`src/rtl/fixed_to_float_packer_pkg.sv`:
```
// Shared definitions for the fixed-to-float output stage and its rounding helper.
// Holds FSM encoding and IEEE-754 single-precision field constants.
package fixed_to_float_packer_pkg;

    typedef enum logic [1:0] {
        ST_IDLE  = 2'd0,
        ST_ABS   = 2'd1,
        ST_NORM  = 2'd2,
        ST_ROUND = 2'd3
    } state_t;

    localparam int EXP_W    = 8;
    localparam int MANT_W   = 23;
    localparam int EXP_BIAS = 127;

    localparam logic [31:0] FP_ZERO = 32'h0000_0000;

endpackage

```
`src/rtl/fixed_to_float_packer_if.sv`:
```
// Operand/result bundle between the CORDIC core and the fixed-to-float packer.
// W is the fixed-point operand width (integer + fraction bits).
interface fixed_to_float_packer_if #(
    parameter int W = 32
) ();
    logic         start;
    logic [W-1:0] fx_in;
    logic [31:0]  fp_out;
    logic         busy;
    logic         done;

    modport master (
        output start,
        output fx_in,
        input  fp_out,
        input  busy,
        input  done
    );

    modport slave (
        input  start,
        input  fx_in,
        output fp_out,
        output busy,
        output done
    );
endinterface

```
`src/rtl/fixed_to_float_packer_fp_round_rne.sv`:
```
// Round-to-nearest-even on a normalized mantissa, carrying into the exponent.
// Latency: combinational.
// Backpressure: none; pure function of its inputs.
module fp_round_rne
    import fixed_to_float_packer_pkg::*;
(
    input  logic [MANT_W-1:0] i_mant,
    input  logic              i_guard,
    input  logic              i_sticky,
    input  logic [EXP_W:0]    i_exp,
    output logic [MANT_W-1:0] o_mant,
    output logic [EXP_W:0]    o_exp
);
    logic              w_up;
    logic              w_carry;
    logic [MANT_W-1:0] w_sum;

    // Exact ties round up only when the kept lsb is odd.
    assign w_up             = i_guard & (i_sticky | i_mant[0]);
    assign {w_carry, w_sum} = {1'b0, i_mant} + (MANT_W+1)'(w_up);

    // An all-ones mantissa wraps to zero and the exponent takes the carry.
    assign o_mant = w_sum;
    assign o_exp  = i_exp + (EXP_W+1)'(w_carry);
endmodule

```
`src/rtl/fixed_to_float_packer.sv`:
```
// Converts a signed fixed-point CORDIC result to an IEEE-754 single word.
// Latency: 2 edges for zero, 3 + leading-zero count otherwise; done pulses with fp_out.
// Backpressure: none; start is taken only while idle, starts while busy are dropped.
module fixed_to_float_packer
    import fixed_to_float_packer_pkg::*;
#(
    parameter int FLOAT_SIZE = 24,
    parameter int INT_SIZE   = 8,
    parameter int EXP_BIAS   = fixed_to_float_packer_pkg::EXP_BIAS
) (
    input  logic                    clk,
    input  logic                    rst,
    fixed_to_float_packer_if.slave  bus
);
    localparam int W = INT_SIZE + FLOAT_SIZE;
    localparam logic [EXP_W:0] EXP_INIT = (EXP_W+1)'(EXP_BIAS + INT_SIZE - 1);

    state_t            r_state;
    logic              r_sign;
    logic [W-1:0]      r_fx;
    logic [W-1:0]      r_mag;
    logic [EXP_W:0]    r_exp;
    logic [31:0]       r_fp;
    logic              r_done;
    logic              r_busy;

    logic [W-1:0]      w_abs;
    logic [MANT_W-1:0] w_mant;
    logic              w_guard;
    logic              w_sticky;
    logic [MANT_W-1:0] w_rmant;
    logic [EXP_W:0]    w_rexp;

    // Two's-complement negate; the most negative value maps to 2^(W-1) exactly.
    assign w_abs   = r_fx[W-1] ? (~r_fx + W'(1)) : r_fx;
    assign w_mant  = r_mag[W-2 -: MANT_W];
    assign w_guard = r_mag[W-25];

    generate
        if (W > 25) begin : g_sticky
            assign w_sticky = |r_mag[W-26:0];
        end else begin : g_no_sticky
            assign w_sticky = 1'b0;
        end
    endgenerate

    fp_round_rne u_round (
        .i_mant   (w_mant),
        .i_guard  (w_guard),
        .i_sticky (w_sticky),
        .i_exp    (r_exp),
        .o_mant   (w_rmant),
        .o_exp    (w_rexp)
    );

    always_ff @(posedge clk or negedge rst) begin
        if (!rst) begin
            r_state <= ST_IDLE;
            r_sign  <= 1'b0;
            r_fx    <= '0;
            r_mag   <= '0;
            r_exp   <= '0;
            r_fp    <= FP_ZERO;
            r_done  <= 1'b0;
            r_busy  <= 1'b0;
        end else begin
            case (r_state)
                ST_IDLE: begin
                    r_done <= 1'b0;
                    if (bus.start) begin
                        r_fx    <= bus.fx_in;
                        r_busy  <= 1'b1;
                        r_state <= ST_ABS;
                    end
                end
                ST_ABS: begin
                    r_sign  <= r_fx[W-1];
                    r_mag   <= w_abs;
                    r_exp   <= EXP_INIT;
                    r_state <= ST_NORM;
                end
                ST_NORM: begin
                    // A zero magnitude never normalizes; it resolves here to +0.
                    if (r_mag == '0) begin
                        r_fp    <= FP_ZERO;
                        r_done  <= 1'b1;
                        r_busy  <= 1'b0;
                        r_state <= ST_IDLE;
                    end else if (!r_mag[W-1]) begin
                        r_mag <= r_mag << 1;
                        r_exp <= r_exp - (EXP_W+1)'(1);
                    end else begin
                        r_state <= ST_ROUND;
                    end
                end
                ST_ROUND: begin
                    r_fp    <= {r_sign, w_rexp[EXP_W-1:0], w_rmant};
                    r_done  <= 1'b1;
                    r_busy  <= 1'b0;
                    r_state <= ST_IDLE;
                end
                default: begin
                    r_busy  <= 1'b0;
                    r_state <= ST_IDLE;
                end
            endcase
        end
    end

    assign bus.fp_out = r_fp;
    assign bus.busy   = r_busy;
    assign bus.done   = r_done;
endmodule

```
`src/flat_wrapper.sv`:
```
// flat-port wrapper written by rule: the top's interface ports become plain ports
module fixed_to_float_packer_flat import fixed_to_float_packer_pkg::*;
#(
    parameter int FLOAT_SIZE = 24,
    parameter int INT_SIZE   = 8,
    parameter int EXP_BIAS   = fixed_to_float_packer_pkg::EXP_BIAS
)
  (clk, rst, bus_start, bus_fx_in, bus_fp_out, bus_busy, bus_done);
  fixed_to_float_packer_if #(.W(32)) bus_i ();
  input  logic clk;
  input  logic rst;
  input wire logic [$bits(bus_i.start)-1:0] bus_start;
  input wire logic [$bits(bus_i.fx_in)-1:0] bus_fx_in;
  output wire logic [$bits(bus_i.fp_out)-1:0] bus_fp_out;
  output wire logic [$bits(bus_i.busy)-1:0] bus_busy;
  output wire logic [$bits(bus_i.done)-1:0] bus_done;
  assign bus_i.start = bus_start;
  assign bus_i.fx_in = bus_fx_in;
  assign bus_fp_out = bus_i.fp_out;
  assign bus_busy = bus_i.busy;
  assign bus_done = bus_i.done;
  fixed_to_float_packer #(.FLOAT_SIZE(FLOAT_SIZE), .INT_SIZE(INT_SIZE), .EXP_BIAS(EXP_BIAS)) u_core (.clk(clk), .rst(rst), .bus(bus_i));
endmodule
```
`config.mk`:
```
export PLATFORM = sky130hd
export DESIGN_NAME = fixed_to_float_packer_flat
export DESIGN_NICKNAME = d
export VERILOG_FILES = /design/src/rtl/fixed_to_float_packer_pkg.sv /design/src/rtl/fixed_to_float_packer_if.sv /design/src/rtl/fixed_to_float_packer_fp_round_rne.sv /design/src/rtl/fixed_to_float_packer.sv /design/src/flat_wrapper.sv
export SDC_FILE = /design/constraint.sdc
export NUM_CORES = 1
export LEC_CHECK = 0
export CAP_MARGIN = 20
export CORE_MARGIN = 2
export CORE_UTILIZATION = 63
export CTS_BUF_LIST = sky130_fd_sc_hd__clkbuf_4
export CTS_CLUSTER_SIZE = 8
export DETAILED_ROUTE_END_ITERATION = 8
export GPL_ROUTABILITY_DRIVEN = 0
export PLACE_DENSITY = 0.89
export SYNTH_ARGS = -nofsm -noshare
export SYNTH_HDL_FRONTEND = slang
export SYNTH_SLANG_ARGS = --single-unit
export TNS_END_PERCENT = 5
```
`constraint.sdc`:
```
create_clock -name clk -period 4.66 [get_ports clk]
set_clock_uncertainty 0.2 [all_clocks]
set_input_delay 0.699 -clock clk [delete_from_list [all_inputs] [get_ports clk]]
set_output_delay 0.699 -clock clk [all_outputs]
set_load 0.03 [all_outputs]
```
==> results of run 1 <==
-- worst max path at each step --
| stage | depth (start not counted) | endpoint |
|---|---|---|
| after global placement | 7 | u_core.r_mag[23]$_DFFE_PN0P_ |
| after floorplan | 13 | u_core.bus.fp_out[30]$_DFFE_PN0P_ |
| after global routing | 7 | u_core.r_mag[13]$_DFFE_PN0P_ |
| final | 7 | u_core.r_mag[15]$_DFFE_PN0P_ |
| after detailed placement | 7 | u_core.r_mag[23]$_DFFE_PN0P_ |
| after CTS | 7 | u_core.r_mag[15]$_DFFE_PN0P_ |
-- per-stage QoR --
step	instances	hold WS (ns)	power, mW	cell area [µm²]	setup WS, ns
6_report	755	0.157	4.64	6650	1.56
5_1_grt	755	0.195	5.03	6650	1.23
2_1_floorplan	597	0.203	3.56	5820	2.12
3_3_place_gp	737	0.260	4.06	6470	1.78
4_1_cts	754	0.179	4.63	6620	1.58
3_5_place_dp	738	0.269	4.21	6500	1.59
-- layer usage --
metal / track usage (%) / vias up / share of wire [%]
met5: 0 / - / 0
met4: 6.11 / 0 / 1.0
met3: 3.41 / 8 / 5.1
met2: 41.0 / 153 / 49
met1: 36.7 / 2160 / 45
li1: - / 2208 / -
-- cells by family after synthesis --
family	after synthesis	synth area share, %
xor gates and xnor gates	59	8.88
buffers and inverters	54	3.98
AOI/OAI and AO/OA	140	15.2
muxes	37	7.14
and+or+nand+nor	188	15.8
adders and majority gates	10	2.15
DFF	109	46.9
-- cells in the final DEF (no fill, tap or decap), types with 12 or more instances in the layout --
master / count
a21oi_1: 15
nand2_1: 81
xnor2_1: 29
nand4_1: 14
nor2_1: 24
inv_1: 14
xor2_1: 30
a22oi_1: 17
nand3_1: 17
o21ai_1: 12
dfrtp_1: 109
mux2_2: 33
clkdlybuf4s50_1: 67
o21ai_0: 49
-- power by group --
group | internal [mW] | total (mW) | switching, mW
clock | 0.112 | 0.421 | 0.309
combinational | 1.03 | 2.31 | 1.28
sequential | 1.37 | 1.91 | 0.541
total | 2.51 | 4.64 | 2.13
-- area by class of cell --
cell class | count | area (µm²) | share of cell area (%)
flip-flops and latches | 109 | 2730 | 41.0
multi-input cells | 434 | 2870 | 43.2
clock inverters | 7 | 51.3 | 0.772
inverters | 14 | 52.6 | 0.791
clock buffers | 9 | 67.6 | 1.02
well taps | 111 | 139 | 2.09
repair buffers | 71 | 741 | 11.1
-- state kept, by name (all words and copies together), names as in the netlist --
register and cells:
u_core.r_sign 1, u_core.r_exp 8, u_core.bus.fp_out 32, u_core.r_mag 32
u_core.r_state 2, u_core.bus.busy 1, u_core.bus.done 1, u_core.r_fx 32
-- worst max-delay path: stages (launching register included) --
cell and delay [ns]:
dfrtp_1 0.46, inv_1 0.13, ha_1 0.62, nand2_1 0.18
nor2_1 0.66, nand2b_1 0.42, o22ai_1 0.24, a21oi_1 0.06
-- synthesized netlist by cell type (10+ instances only) --
library cell	n
nor3_1	10
nand4_1	14
o22ai_1	10
nor2_1	24
ha_1	10
mux2_2	33
o31ai_1	10
xor2_1	30
inv_1	14
clkbuf_1	26
nand3_1	17
o21ai_1	12
a22oi_1	17
xnor2_1	29
nand2_1	81
a21oi_1	15
dfrtp_1	109
o21ai_0	49
==> metrics, run 1 <==
Final ANT Viol Nets=0; CP Max Fanout=19; cell accounting for the most synthesized area=dfrtp_1; fmax=0.322 GHz; drt wl/cell=15.7 µm; hold-fix buffers at CTS=0; sequential fraction of the synthesis area=46.9%; Max transition margin=approximately a third; die footprint=around 10000 µm²; die height=100 µm; Clock Tree Buf Depth=2; Data arrival, critical path=around 3.2 ns; R2R depth=7; Cell variety after synth=58; TritonCTS Buffers=9; critical path startpoint=u_core.r_state[0]$_DFFE_PN0P_; starting DRC count in detailed routing=between 300 and 400; R2R Path Start=u_core.r_state[0]$_DFFE_PN0P_; fin util=approximately 73%; worst setup path category=reg2reg; Tcrit/Tclk final=66.5%; share of cells above drive strength 1=between 10 and 15%; outcome=completed; pin slew with the least headroom to its limit=approximately 0.97 ns; # fillers=approximately 690; # Max-Cap Violations=0; Routed WL=approximately 12000 µm; Clock transition at path regs=approximately 0.17 ns; post-synth net total=between 600 and 700; final hold viol count=0; RSZ-0062 raised after global routing=false; input/output buffers=approximately 70; Sink Count=approximately 110; CORE AREA=9110 µm²; TNS Setup=0 ns; post-synth top area share=46.9%; WP data required=4.75 ns; # DRC=0; PostCTS Resize Cnt=0; R2R Setup Slk=approximately 1.6 ns; peak supply drop=~370 µV; Slew Limit Fails=0; main area contributors after synthesis=dfrtp_1 (47%), mux2_2 (6.4%), nand2_1 (5.2%), xor2_1 (4.5%), xnor2_1 (4.4%); Setup-failing EPs final=0; Rows=35; later-pin clock latency in the skew report=about 0.44 ns; Post-Syn Area=roughly 5800 µm²; Mapped Cells=approximately 600; Vias=between 4000 and 5000; Async SR Flop Fraction=100%; fin crit period=about 3.1 ns; Critical Path End Type=flop; n_diodes=0; DR pass1 iterations=5; pin count of the biggest net entering global routing=71; # IOs=between 60 and 70; worst hold path type=in2async; final net count=~680; initial antenna violation count=0; first-pass GRT wire length=around 21000 µm; PD cells=roughly 700 nW/µm²; area grow syn2layout=14.2%; Ys Warns=0; Die Wd=100 µm; Reg-to-Reg End=u_core.r_mag[15]$_DFFE_PN0P_; post-CTS setup-driven buffer insertion count=0; Main synth FF type=dfrtp_1; vias in the first global route=approximately 4300; CTS tree=built; Pleak=2.68 nW; H-tree levels=3; DP Wirelength=approximately 8800 µm; Initial Util=63.9%; Post-synth EDFFs=0; routed vias/inst=approximately 6; Root Driver=clkbuf_4; GRT Total Usage=25.3%; Yosys reg bits=roughly 110; gr ovfl total=0; startpoint type of the worst setup path=flop; mean post-synth cell area=around 9.7 µm²
Note: power is estimated with default switching activity, not from simulation.
==> run 2: changes to the inputs <==
Settings changed: CORE_UTILIZATION 63 to 53, PLACE_DENSITY 0.89 to 0.79.
Clock period 4.66 ns to 2.6 ns, I/O delays scaled along.
==> run 2 against run 1 <==
Compared with the run above: core utilization decreased by 7.7 points; highest routed layer unchanged; sequential power increased by 74%; register-to-register slack got worse by 1.5 ns; first-iteration DRC count decreased by 17%; hold slack got worse by 0.11 ns; critical endpoint is now u_core.bus.fp_out[30]$_DFFE_PN0P_; largest cell class unchanged; design area increased by 6.0%.
==> metrics, run 2 (same netlist as run 1, synthesis figures left out) <==
gr ovfl total=0 (unchanged); DP Wirelength=9620 µm (+9.1%); later-pin clock latency in the skew report=0.51 ns (+0.07 ns); vias in the first global route=4480 (+4.0%); critical path's slowest cell=dfrtp_1; TritonCTS Buffers=9 (unchanged); slack of the critical path=0.106 ns (-1.45 ns); routed vias/inst=5.66 (-5.6%); first-pass GRT wire length=21500 µm (+4.8%); Die Wd=109 µm (+8.7%); # fillers=863 (+26%); # DRC=0 (unchanged); RSZ-0062 raised after global routing=true; peak supply drop=513 µV (+38%); area taken by multi-input logic gates=2930 µm² (+2.1%); final net count=722 (+5.6%); # IOs=69 (unchanged); Buf/Inv on CP=1 (unchanged); Initial Util=53.9% (-10 points); most frequent cells in the layout=dfrtp_1 (106), nand2_1 (81), clkdlybuf4s50_1 (67); Crit path max-delay family=simple AND/OR/NAND/NOR gates; fin crit period=2.49 ns (-0.607 ns); H-tree levels=3 (unchanged); worst setup path category=reg2reg; Rows=38 (+8.6%); Routed WL=13200 µm (+11%); starting DRC count in detailed routing=311 (-17%); Clock transition at path regs=0.18 ns (about the same); outcome=completed; Slew Limit Fails=0 (unchanged); Root Driver=clkbuf_4; worst slack, placed=-0.00406 ns (-1.59 ns); die footprint=11800 µm² (+18%); pin slew with the least headroom to its limit=0.586 ns (-0.387 ns); CORE AREA=10800 µm² (+18%); area grow syn2layout=21.1%; commonest non-fill, non-tap cell in the layout=dfrtp_1; final hold viol count=0 (unchanged); Clock Tree Buf Depth=2 (unchanged); # Max-Cap Violations=0 (unchanged); worst stage delay on the critical path=0.38 ns (-0.28 ns); share of cells above drive strength 1=17.3% (+7.1 points); Critical Path End Type=flop; worst path cell trace=and3_4 > and3_4 > and3_4 > nand2_1 > nor4_2 > buf_4 > ha_4 > nand3_2 > nor2_2 > nand2_1 > xnor2_1 > nand2_1 > o21ai_1; worst hold path type=in2async; die height=109 µm (+8.7%); drt wl/cell=16.0 µm (+2.0%); GRT Total Usage=23.1% (-2.1 points); Vias=4656 (+2.8%); WP data required=2.84 ns (-1.91 ns); fmax=0.401 GHz (+24%); DR pass1 iterations=4 (-1); Setup-failing EPs final=0 (unchanged); Final ANT Viol Nets=0 (unchanged); Max transition margin=60.9% (+26 points); startpoint type of the worst setup path=flop; Tcrit/Tclk final=95.9% (+29 points); R2R Path Start=u_core.r_mag[24]$_DFFE_PN0P_; initial antenna violation count=0 (unchanged); Pleak=2.86 nW (+6.6%); CP Max Fanout=3 (-16); Reg area=2730 µm² (+0.14%); pin count of the biggest net entering global routing=47 (-34%); n_diodes=0 (unchanged); CTS tree=built; input/output buffers=68 (unchanged); PD cells=1260 nW/µm² (+81%); critical path startpoint=u_core.r_mag[24]$_DFFE_PN0P_; Data arrival, critical path=2.74 ns (-0.45 ns); Sink Count=109 (unchanged); fin util=65.3% (-7.7 points)
## run 2: cell count changes in the layout (fill, tap and decap cells not counted), sizes merged
| cell | before | now |
|---|---|---|
| buf | 4 | 41 |
| clkinv | 5 | 2 |
| inv | 15 | 17 |
| clkinvlp | 1 | 2 |
| dlygate4sd3 | 0 | 1 |
## run 2: cell type report
cell class	count	share of cell area [%]
Sequential cell	109	38.8
Timing Repair Buffer	109	14.7
Clock inverter	7	0.817
Tap cell	140	2.49
Multi-Input combinational cell	434	41.6
Inverter	14	0.746
Clock buffer	9	0.959
## run 2: per-layer routing
| metal | up-vias | GRT usage [%] | share of wire, % |
|---|---|---|---|
| li1 | 2273 | - | - |
| met1 | 2239 | 31.8 | 45 |
| met2 | 131 | 37.5 | 49 |
| met3 | 13 | 3.77 | 4.9 |
| met4 | 0 | 7.78 | 1.5 |
| met5 | - | 0 | 0 |
## run 2: path summary, 6_finish.rpt
kind                                                endpoint  slack [ns]  depth (start not counted)
hold reg to reg            u_core.bus.fp_out[29]$_DFFE_PN0P_        0.30                          2
hold / removal                    u_core.r_fx[4]$_DFFE_PN0P_        0.05                          2
setup / recovery           u_core.bus.fp_out[30]$_DFFE_PN0P_        0.11                         13
max in group asynchronous        u_core.r_fx[25]$_DFFE_PN0P_        1.49                          3
min in group clk                 u_core.r_fx[10]$_DFFE_PN0P_        0.28                          2
setup reg to reg           u_core.bus.fp_out[30]$_DFFE_PN0P_        0.11                         13
## run 2: through the flow
step	setup TNS [ns]	total power, mW	hold WS, ns	cells	cell area (µm²)
after detailed placement	-0.00406	7.92	0.0687	798	6780
final	0	8.89	0.0490	822	7050
after global routing	-0.185	9.57	0.0508	822	7050
after global placement	-0.00508	7.71	0.0589	798	6780
after floorplan	0	6.38	-0.106	597	5820
after CTS	0	8.73	0.0428	815	6920
## run 2: power breakdown
group,total (mW),switching [mW],internal (mW),leakage (nW)
Clock,0.814,0.605,0.210,0.0648
Sequential,3.32,0.851,2.47,1.33
Combinational,4.76,2.57,2.19,1.46
Total,8.89,4.03,4.87,2.86
## run 2: timing repair
action | in CTS | in global routing
hold endpoints to repair | 109 | 0
gates resized for setup | 3 | 16
buffers inserted | 0 | 6
pin swaps | 0 | 8
hold buffers | 1 | 0
endpoints found under the setup margin | 1 | 20
==> run 3: changes to the inputs <==
Settings changed: CELL_PAD_IN_SITES_DETAIL_PLACEMENT set to 1, CELL_PAD_IN_SITES_GLOBAL_PLACEMENT set to 2, CORE_UTILIZATION 53 to 33, CTS_CLUSTER_DIAMETER set to 200, PLACE_DENSITY 0.79 to 0.78.
==> run 3 against run 2 <==
Compared with the run above: via count grew 0.54%; critical path depth fell by 1; hold slack better by 0.23 ns; critical endpoint unchanged; highest routed layer unchanged.
==> metrics, run 3 (same netlist as run 1, synthesis figures left out) <==
Slew Limit Fails=0 (unchanged); Crit path max-delay family=simple AND/OR/NAND/NOR gates; Initial Util=33.6% (-20 points); final net count=721 (-0.14%); CTS tree=built; Tcrit/Tclk final=94.6% (-1.3 points); pin slew with the least headroom to its limit=0.712 ns (+0.125 ns); Die Wd=137 µm (+26%); Min Hold Slack=0.281 ns (+0.232 ns); GR Layer Usage met1=23.5% (-8.3 points); fin cells=906 (+10%); startpoint type of the worst setup path=flop; initial antenna violation count=0 (unchanged); # DRC=0 (unchanged); DR pass1 iterations=4 (unchanged); Vias=4681 (+0.54%); Rows=48 (+26%); Root Driver=clkbuf_4; Buf/Inv on CP=1 (unchanged); post-CTS setup-driven buffer insertion count=0 (unchanged); later-pin clock latency in the skew report=0.48 ns (-0.03 ns); worst path cell trace=nand4_1 > nor2_1 > nand4_1 > nor4_2 > buf_4 > ha_2 > nand3_2 > nor2_4 > nand2_1 > xnor2_1 > nand2_1 > o21ai_0; Pleak=2.87 nW (+0.52%); PD cells=1270 nW/µm² (+0.82%); met2 Resource Use GR=28.6% (-8.8 points); Final ANT Viol Nets=0 (unchanged); drt wl/cell=16.8 µm (+5.1%); H-tree levels=3 (unchanged); input/output buffers=68 (unchanged); worst stage delay on the critical path=0.45 ns (+0.07 ns); critical path's slowest cell=dfrtp_2; # IOs=69 (unchanged); area grow syn2layout=22.8%; die height=137 µm (+26%); # Max-Cap Violations=0 (unchanged); peak supply drop=403 µV (-22%); cell area after layout=7150 µm² (+1.4%); met3 usage=2.63% (-1.1 points); slack of the critical path=0.140 ns (+0.0335 ns); Max transition margin=52.5% (-8.4 points); vias in the first global route=5076 (+13%); gr ovfl total=0 (unchanged); n_diodes=0 (unchanged); RSZ-0062 raised after global routing=true; Clock transition at path regs=0.17 ns (about the same); final hold viol count=0 (unchanged); CP Max Fanout=6 (+3); worst setup path category=reg2reg; Placed Instances=889 (+11%); outcome=completed; Critical Path End Type=flop; share of cells above drive strength 1=16.7% (-0.56 points); fin crit period=2.46 ns (-0.0335 ns); first-pass GRT wire length=25800 µm (+20%); starting DRC count in detailed routing=170 (-45%); routed vias/inst=5.17 (-8.8%); worst hold path type=in2async; CORE AREA=17300 µm² (+60%); GRT Total Usage=17.4% (-5.7 points); Clock Tree Buf Depth=2 (unchanged); Routed WL=15200 µm (+16%); fmax=0.406 GHz (+1.4%); DP Wirelength=11600 µm (+20%); Setup-failing EPs final=0 (unchanged); Data arrival, critical path=2.68 ns (-0.06 ns); commonest non-fill, non-tap cell in the layout=dfrtp_1; Sink Count=109 (unchanged); die footprint=18700 µm² (+58%); Placed Area=6950 µm² (+2.6%); pin count of the biggest net entering global routing=55 (+17%); TritonCTS Buffers=9 (unchanged); most frequent cells in the layout=dfrtp_1 (105), nand2_1 (81), clkdlybuf4s50_1 (67); GR peak layer=met2; worst slack, placed=-0.0343 ns (-0.0303 ns); WP data required=2.82 ns (-0.02 ns)
run 3: layer usage:
metal | vias to the layer above | wire length [µm] | part of all wire (%)
li1 | 2257 | - | -
met1 | 2325 | 7340 | 48
met2 | 82 | 7120 | 47
met3 | 17 | 535 | 3.5
met4 | 0 | 244 | 1.6
met5 | - | 0 | 0
run 3: final timing paths:
kind	from	endpoint	slack (ns)	cells after the start
worst max-delay path	u_core.r_mag[15]$_DFFE_PN0P_	u_core.bus.fp_out[30]$_DFFE_PN0P_	0.14	12
worst min-delay path	rst	u_core.r_fx[5]$_DFFE_PN0P_	0.28	2
worst max register to register	u_core.r_mag[15]$_DFFE_PN0P_	u_core.bus.fp_out[30]$_DFFE_PN0P_	0.14	12
worst min register to register	u_core.bus.fp_out[24]$_DFFE_PN0P_	u_core.bus.fp_out[24]$_DFFE_PN0P_	0.30	2
max in group asynchronous	rst	u_core.r_mag[16]$_DFFE_PN0P_	1.19	3
min in group clk	u_core.bus.fp_out[24]$_DFFE_PN0P_	u_core.bus.fp_out[24]$_DFFE_PN0P_	0.30	2
run 3: where the power goes:
| part | switching (mW) | internal (mW) | total (mW) |
|---|---|---|---|
| clock | 0.559 | 0.347 | 0.906 |
| combinational | 2.68 | 2.17 | 4.84 |
| sequential | 0.876 | 2.47 | 3.34 |
run 3: layout make-up:
class / count / area, µm²
fillers: 1980 / 10200
multi-input cells: 434 / 2910
well taps: 225 / 282
inverters: 14 / 52.6
flip-flops and latches: 109 / 2730
clock buffers: 14 / 105
clock inverters: 2 / 33.8
repair buffers: 108 / 1030
run 3: timing repair:
action	CTS	global route
setup endpoints to repair	1	23
pin swaps	0	1
hold endpoints to repair	52	0
hold buffers	1	0
gates resized for setup	3	11
run 3: through the flow:
stage	util (%)	total power [mW]	TNS [ns]
2_1_floorplan	-	6.38	0
3_3_place_gp	40.2	8.02	0
3_5_place_dp	40.2	8.24	-0.0343
4_1_cts	41.1	9.16	0
5_1_grt	41.3	9.87	-0.195
6_report	41.3	9.09	0
==> variant 1 (flow settings as in run 2) <==
The 4 states of `state_t` get a Gray code encoding in 2 bits.
--- a/src/rtl/fixed_to_float_packer_pkg.sv
+++ b/src/rtl/fixed_to_float_packer_pkg.sv
@@ -5,6 +5,6 @@
     typedef enum logic [1:0] {
-        ST_IDLE  = 2'd0,
-        ST_ABS   = 2'd1,
-        ST_NORM  = 2'd2,
-        ST_ROUND = 2'd3
+        ST_IDLE  = 2'b00,
+        ST_ABS   = 2'b01,
+        ST_NORM  = 2'b11,
+        ST_ROUND = 2'b10
     } state_t;
Function: same outputs for any inputs over 4 cycles, from zero or initial values and one cycle with rst low; so few cycles prove little.
==> variant 1 against run 2 <==
- clock power shrank 2.8%
- area after synthesis decreased by 1.1%
- wire length rose by 2.9%
- sequential cell count unchanged
- via count up 0.75%
- cell area up 1.1%
- synthesized cell count fell by 8.2%
- the flow now finishes with violations (negative setup slack)
- largest cell class unchanged
- combinational power grew 7.8%
- setup slack got worse by 0.19 ns
- worst hold slack gained 0.11 ns
- power grew 3.0%
- cell count fell by 3.3%
==> variant 1: results (changes against run 2) <==
The clock tree cell share of total cell area is 0.0172 (was 0.0178), and the number of post-CTS setup repair buffers is 2 (was 0). The standard cell area after detailed placement is 6940 um2 (was 6780 um2), and the setup TNS is -0.123 ns (was 0 ns). The number of cells upsized or downsized after cts is 0 (was 3), and the met1 routed wirelength after detailed routing is 6050 um (was 5930 um). The share of cell area taken by multi-input logic gates works out to 0.400 (was 0.416).

The tools report the final-stage net count as 690 (was 722). The share of the final layout cell area in sequential cells works out to 0.383 (was 0.388). The worst path setup slack after routing was -0.0835 ns (was 0.106 ns). The share of cells above drive strength 1 works out to 0.200 (was 0.173).

The total nets after synthesis is 588 (was 642), and the area share of buffers outside the clock network is 0.165 (was 0.147). The worst slew slack as a fraction of its limit was 0.616 (was 0.609); the final instance count without filler cells was 795 (was 822). The maximum single-stage delay on the critical path works out to 0.40 ns (was 0.38 ns). The logs give 864 (was 863) for the number of filler instances in the final layout and 0.538 (was 0.539) for the starting density of the core.

The fraction of the mapped netlist area in adder cells was 0.0109 (was 0.0215); the fraction of met1 tracks used by global routing was 0.334 (was 0.318). For the sequential power, the log shows 3.25 mW (was 3.32 mW). For the share of the yosys chip area belonging to registers, the log shows 0.474 (was 0.469). The count of plain and timing-repair buffers in the layout came out at 127 (was 109).

The total track usage was 0.242 (was 0.231). The run gives 4691 (was 4656) as the via count of the routed design. Launching point of the worst reg2reg path: u_core.r_mag[15] (was u_core.r_mag[24]).

The flow ran to the end, but the final reports show violations. The wire length of the first global-routing pass was 22300 um (was 21500 um); the wire length on met3 was 759 um (was 648 um). For the total setup violations reported at the end of the flow, the log shows 2 (was 0).

For the pre-CTS setup slack, the log shows -0.0480 ns (was -0.00406 ns). The final reports fail on negative setup slack. Maximum vdd ir drop: 0.676 mV (was 0.513 mV). Logic depth of the worst register-to-register path: 10 (was 13).

Leading post-synthesis cells by cell area: dfrtp_1 (47%), mux2_2 (5.9%), xor2_1 (4.7%) (was dfrtp_1 (47%), mux2_2 (6.4%), nand2_1 (5.2%)). Worst slack on hold paths: 0.161 ns (was 0.0490 ns). The largest net degree at the start of global routing is 49 (was 47), and the post-synthesis share of cell area spent on xor and xnor gates is 0.0822 (was 0.0888). The power per cell area came out at 1290 nW/um2 (was 1260 nW/um2). Mux contribution to synthesized area: 0.0639 (was 0.0714).
-- variant 1: cell count changes in the layout (fill, tap and decap cells not counted), sizes merged, moves of 5 or more --
cell,run 2,this run
buf,41,59
a22o,3,30
nand2,82,42
xnor2,29,23
nand4,15,8
ha,10,5
or4,0,6
or3,4,15
o21ai,61,38
o22ai,10,0
-- variant 1: worst max path at each step --
stage                      from                    end  slack (ns)  cells after the start
2_1_floorplan  u_core.r_mag[10]  u_core.bus.fp_out[30]       -0.17                     12
6_report       u_core.r_mag[15]  u_core.bus.fp_out[30]       -0.08                     10
3_5_place_dp   u_core.r_mag[16]  u_core.bus.fp_out[30]       -0.05                     10
4_1_cts        u_core.r_mag[16]  u_core.bus.fp_out[30]       -0.04                     10
3_3_place_gp   u_core.r_mag[16]  u_core.bus.fp_out[30]      -0.009                     10
5_1_grt        u_core.r_mag[15]  u_core.bus.fp_out[30]       -0.18                     10
==> variant 2 (settings of run 2) <==
Made on the original files. Reset style: synchronous (`rst`), changed in one clocked block.
--- a/src/rtl/fixed_to_float_packer.sv
+++ b/src/rtl/fixed_to_float_packer.sv
@@ -55,3 +55,3 @@
 
-    always_ff @(posedge clk or negedge rst) begin
+    always_ff @(posedge clk) begin
         if (!rst) begin
Function: differs if rst is asserted again (counterexample within 4 cycles, from zero or initial values and one cycle with rst low); with rst held inactive, the same outputs for 10 cycles.
==> variant 2 against run 2 <==
- first-iteration DRC count rose by 67%
- cell area is 3.8% higher
- sequential cell count did not move
- count of clock-buffer cells in the layout is 1 higher
- worst hold slack better by 0.17 ns
- wire length rose by 24%
- power fell by 26%
- area after synthesis is 2.2% higher
- core utilization rose by 1.9 points
- setup slack got worse by 0.033 ns
- critical path type unchanged
- highest routed layer unchanged
==> variant 2: results (changes against run 2) <==
The met2 wire length came out at 7700 um (was 6380 um). For the pre-CTS setup slack, the log shows 0.0322 ns (was -0.00406 ns). The path class of the lowest-slack min-delay path is in -> reg (was in -> async). For the maximum clock frequency, the log shows 0.396 GHz (was 0.401 GHz).

The tools report the total track usage as 0.281 (was 0.231). The met3 global-route usage was 0.0616 (was 0.0377); the top fanout value on the critical path was 5 (was 3). Share of synthesized flip-flops with an asynchronous set or reset: 0 (was 1.00). The launching point of the worst reg2reg path is u_core.r_mag[12] (was u_core.r_mag[24]). Endpoint of the worst register-to-register path: u_core.bus.fp_out[30] (unchanged). The maximum single-stage delay on the critical path came out at 0.56 ns (was 0.38 ns).

Average wire per standard cell: 16.5 um (was 16.0 um). The clock input transition at the sequential cells of the worst setup and hold paths is 0.16 ns (was 0.18 ns), and the via count of the first global-routing pass is 5501 (was 4480). The slowest library cell on the worst path was or4_4 (was dfrtp_1). Top cells by instance count after synthesis: nand2_1 (113), dfxtp_1 (109), a21oi_1 (82) (was dfrtp_1 (109), nand2_1 (81), o21ai_0 (49)). For the final-stage net count, the log shows 884 (was 722). The flow ran to the end, and the final reports show no timing, DRC or antenna violations. The wire length of the first global-routing pass is 26800 um (was 21500 um).

The number of detailed-route iterations in the first pass is 5 (was 4). The post-synthesis average cell area is 7.78 um2 (was 9.75 um2), and the largest net degree at the start of global routing is 40 (was 47). The share of cells above drive strength 1 came out at 0.136 (was 0.173). Signal arrival time at the worst endpoint: 2.73 ns (was 2.74 ns). Leading post-synthesis cells by cell area: dfxtp_1 (37%), nand2_1 (7.1%), a21oi_1 (6.9%) (was dfrtp_1 (47%), mux2_2 (6.4%), nand2_1 (5.2%)).

The worst setup slack for register-to-register paths is 0.07 ns (was 0.11 ns).
[variant 2: changes by cell type in the layout (fill, tap and decap cells not counted), moves of 21 or more]
cell,run 2,this run
dfxtp_1,0,95
nand3_1,15,45
nand2_1,81,113
mux2_2,33,1
a21oi_1,15,82
buf_4,38,59
dfrtp_1,106,0
[variant 2: area by class of cell]
class                      count  area [um2]
clock buffer                  10        75.1
clock inverter                 6         101
fill                         939        3570
inverter                      19        71.3
multi-input combinational    570        3490
sequential                   109        2220
tap                          140         175
timing repair buffer         130        1180
[variant 2: how the worst min path moves through the flow]
stage | end | slack, ns | cells after the start
after global routing | u_core.r_fx[3] | 0.19 | 3
after global placement | u_core.bus.fp_out[25] | 0.24 | 2
after floorplan | u_core.r_fx[26] | 0.25 | 2
after CTS | u_core.r_fx[20] | 0.21 | 3
after detailed placement | u_core.bus.fp_out[8] | 0.24 | 2
final | u_core.r_fx[29] | 0.22 | 3
[variant 2: cell families after synthesis]
kind of cell,count (synthesis),synth area share
xor+xnor,38,0.0559
fa+ha+maj,10,0.0210
compound gates,204,0.228
flops,109,0.367
buf+inv,86,0.0557
simple gates,307,0.253
mux,11,0.0187
[variant 2: timing repair]
item | in CTS | in global routing
setup buffers | 0 | 10
endpoints found under the hold margin | 0 | 0
endpoints found under the setup margin | 0 | 43
resized for setup | 0 | 27
[variant 2: power groups by stage]
stage	combinational, mW	sequential [mW]	clock, mW
global placement	2.95	2.31	0
floorplan	2.09	2.20	0
global route	3.47	2.38	1.11
CTS	3.05	2.30	1.04
finish	3.22	2.33	1.03
detailed placement	3.04	2.34	0
[variant 2: worst max-delay path, delay by kind of cell (launching register included)]
family	cells	cell delay, ns
fa+ha+maj	1	0.26
compound gates	1	0.14
simple gates	6	1.27
xor+xnor	1	0.13
flops	1	0.42
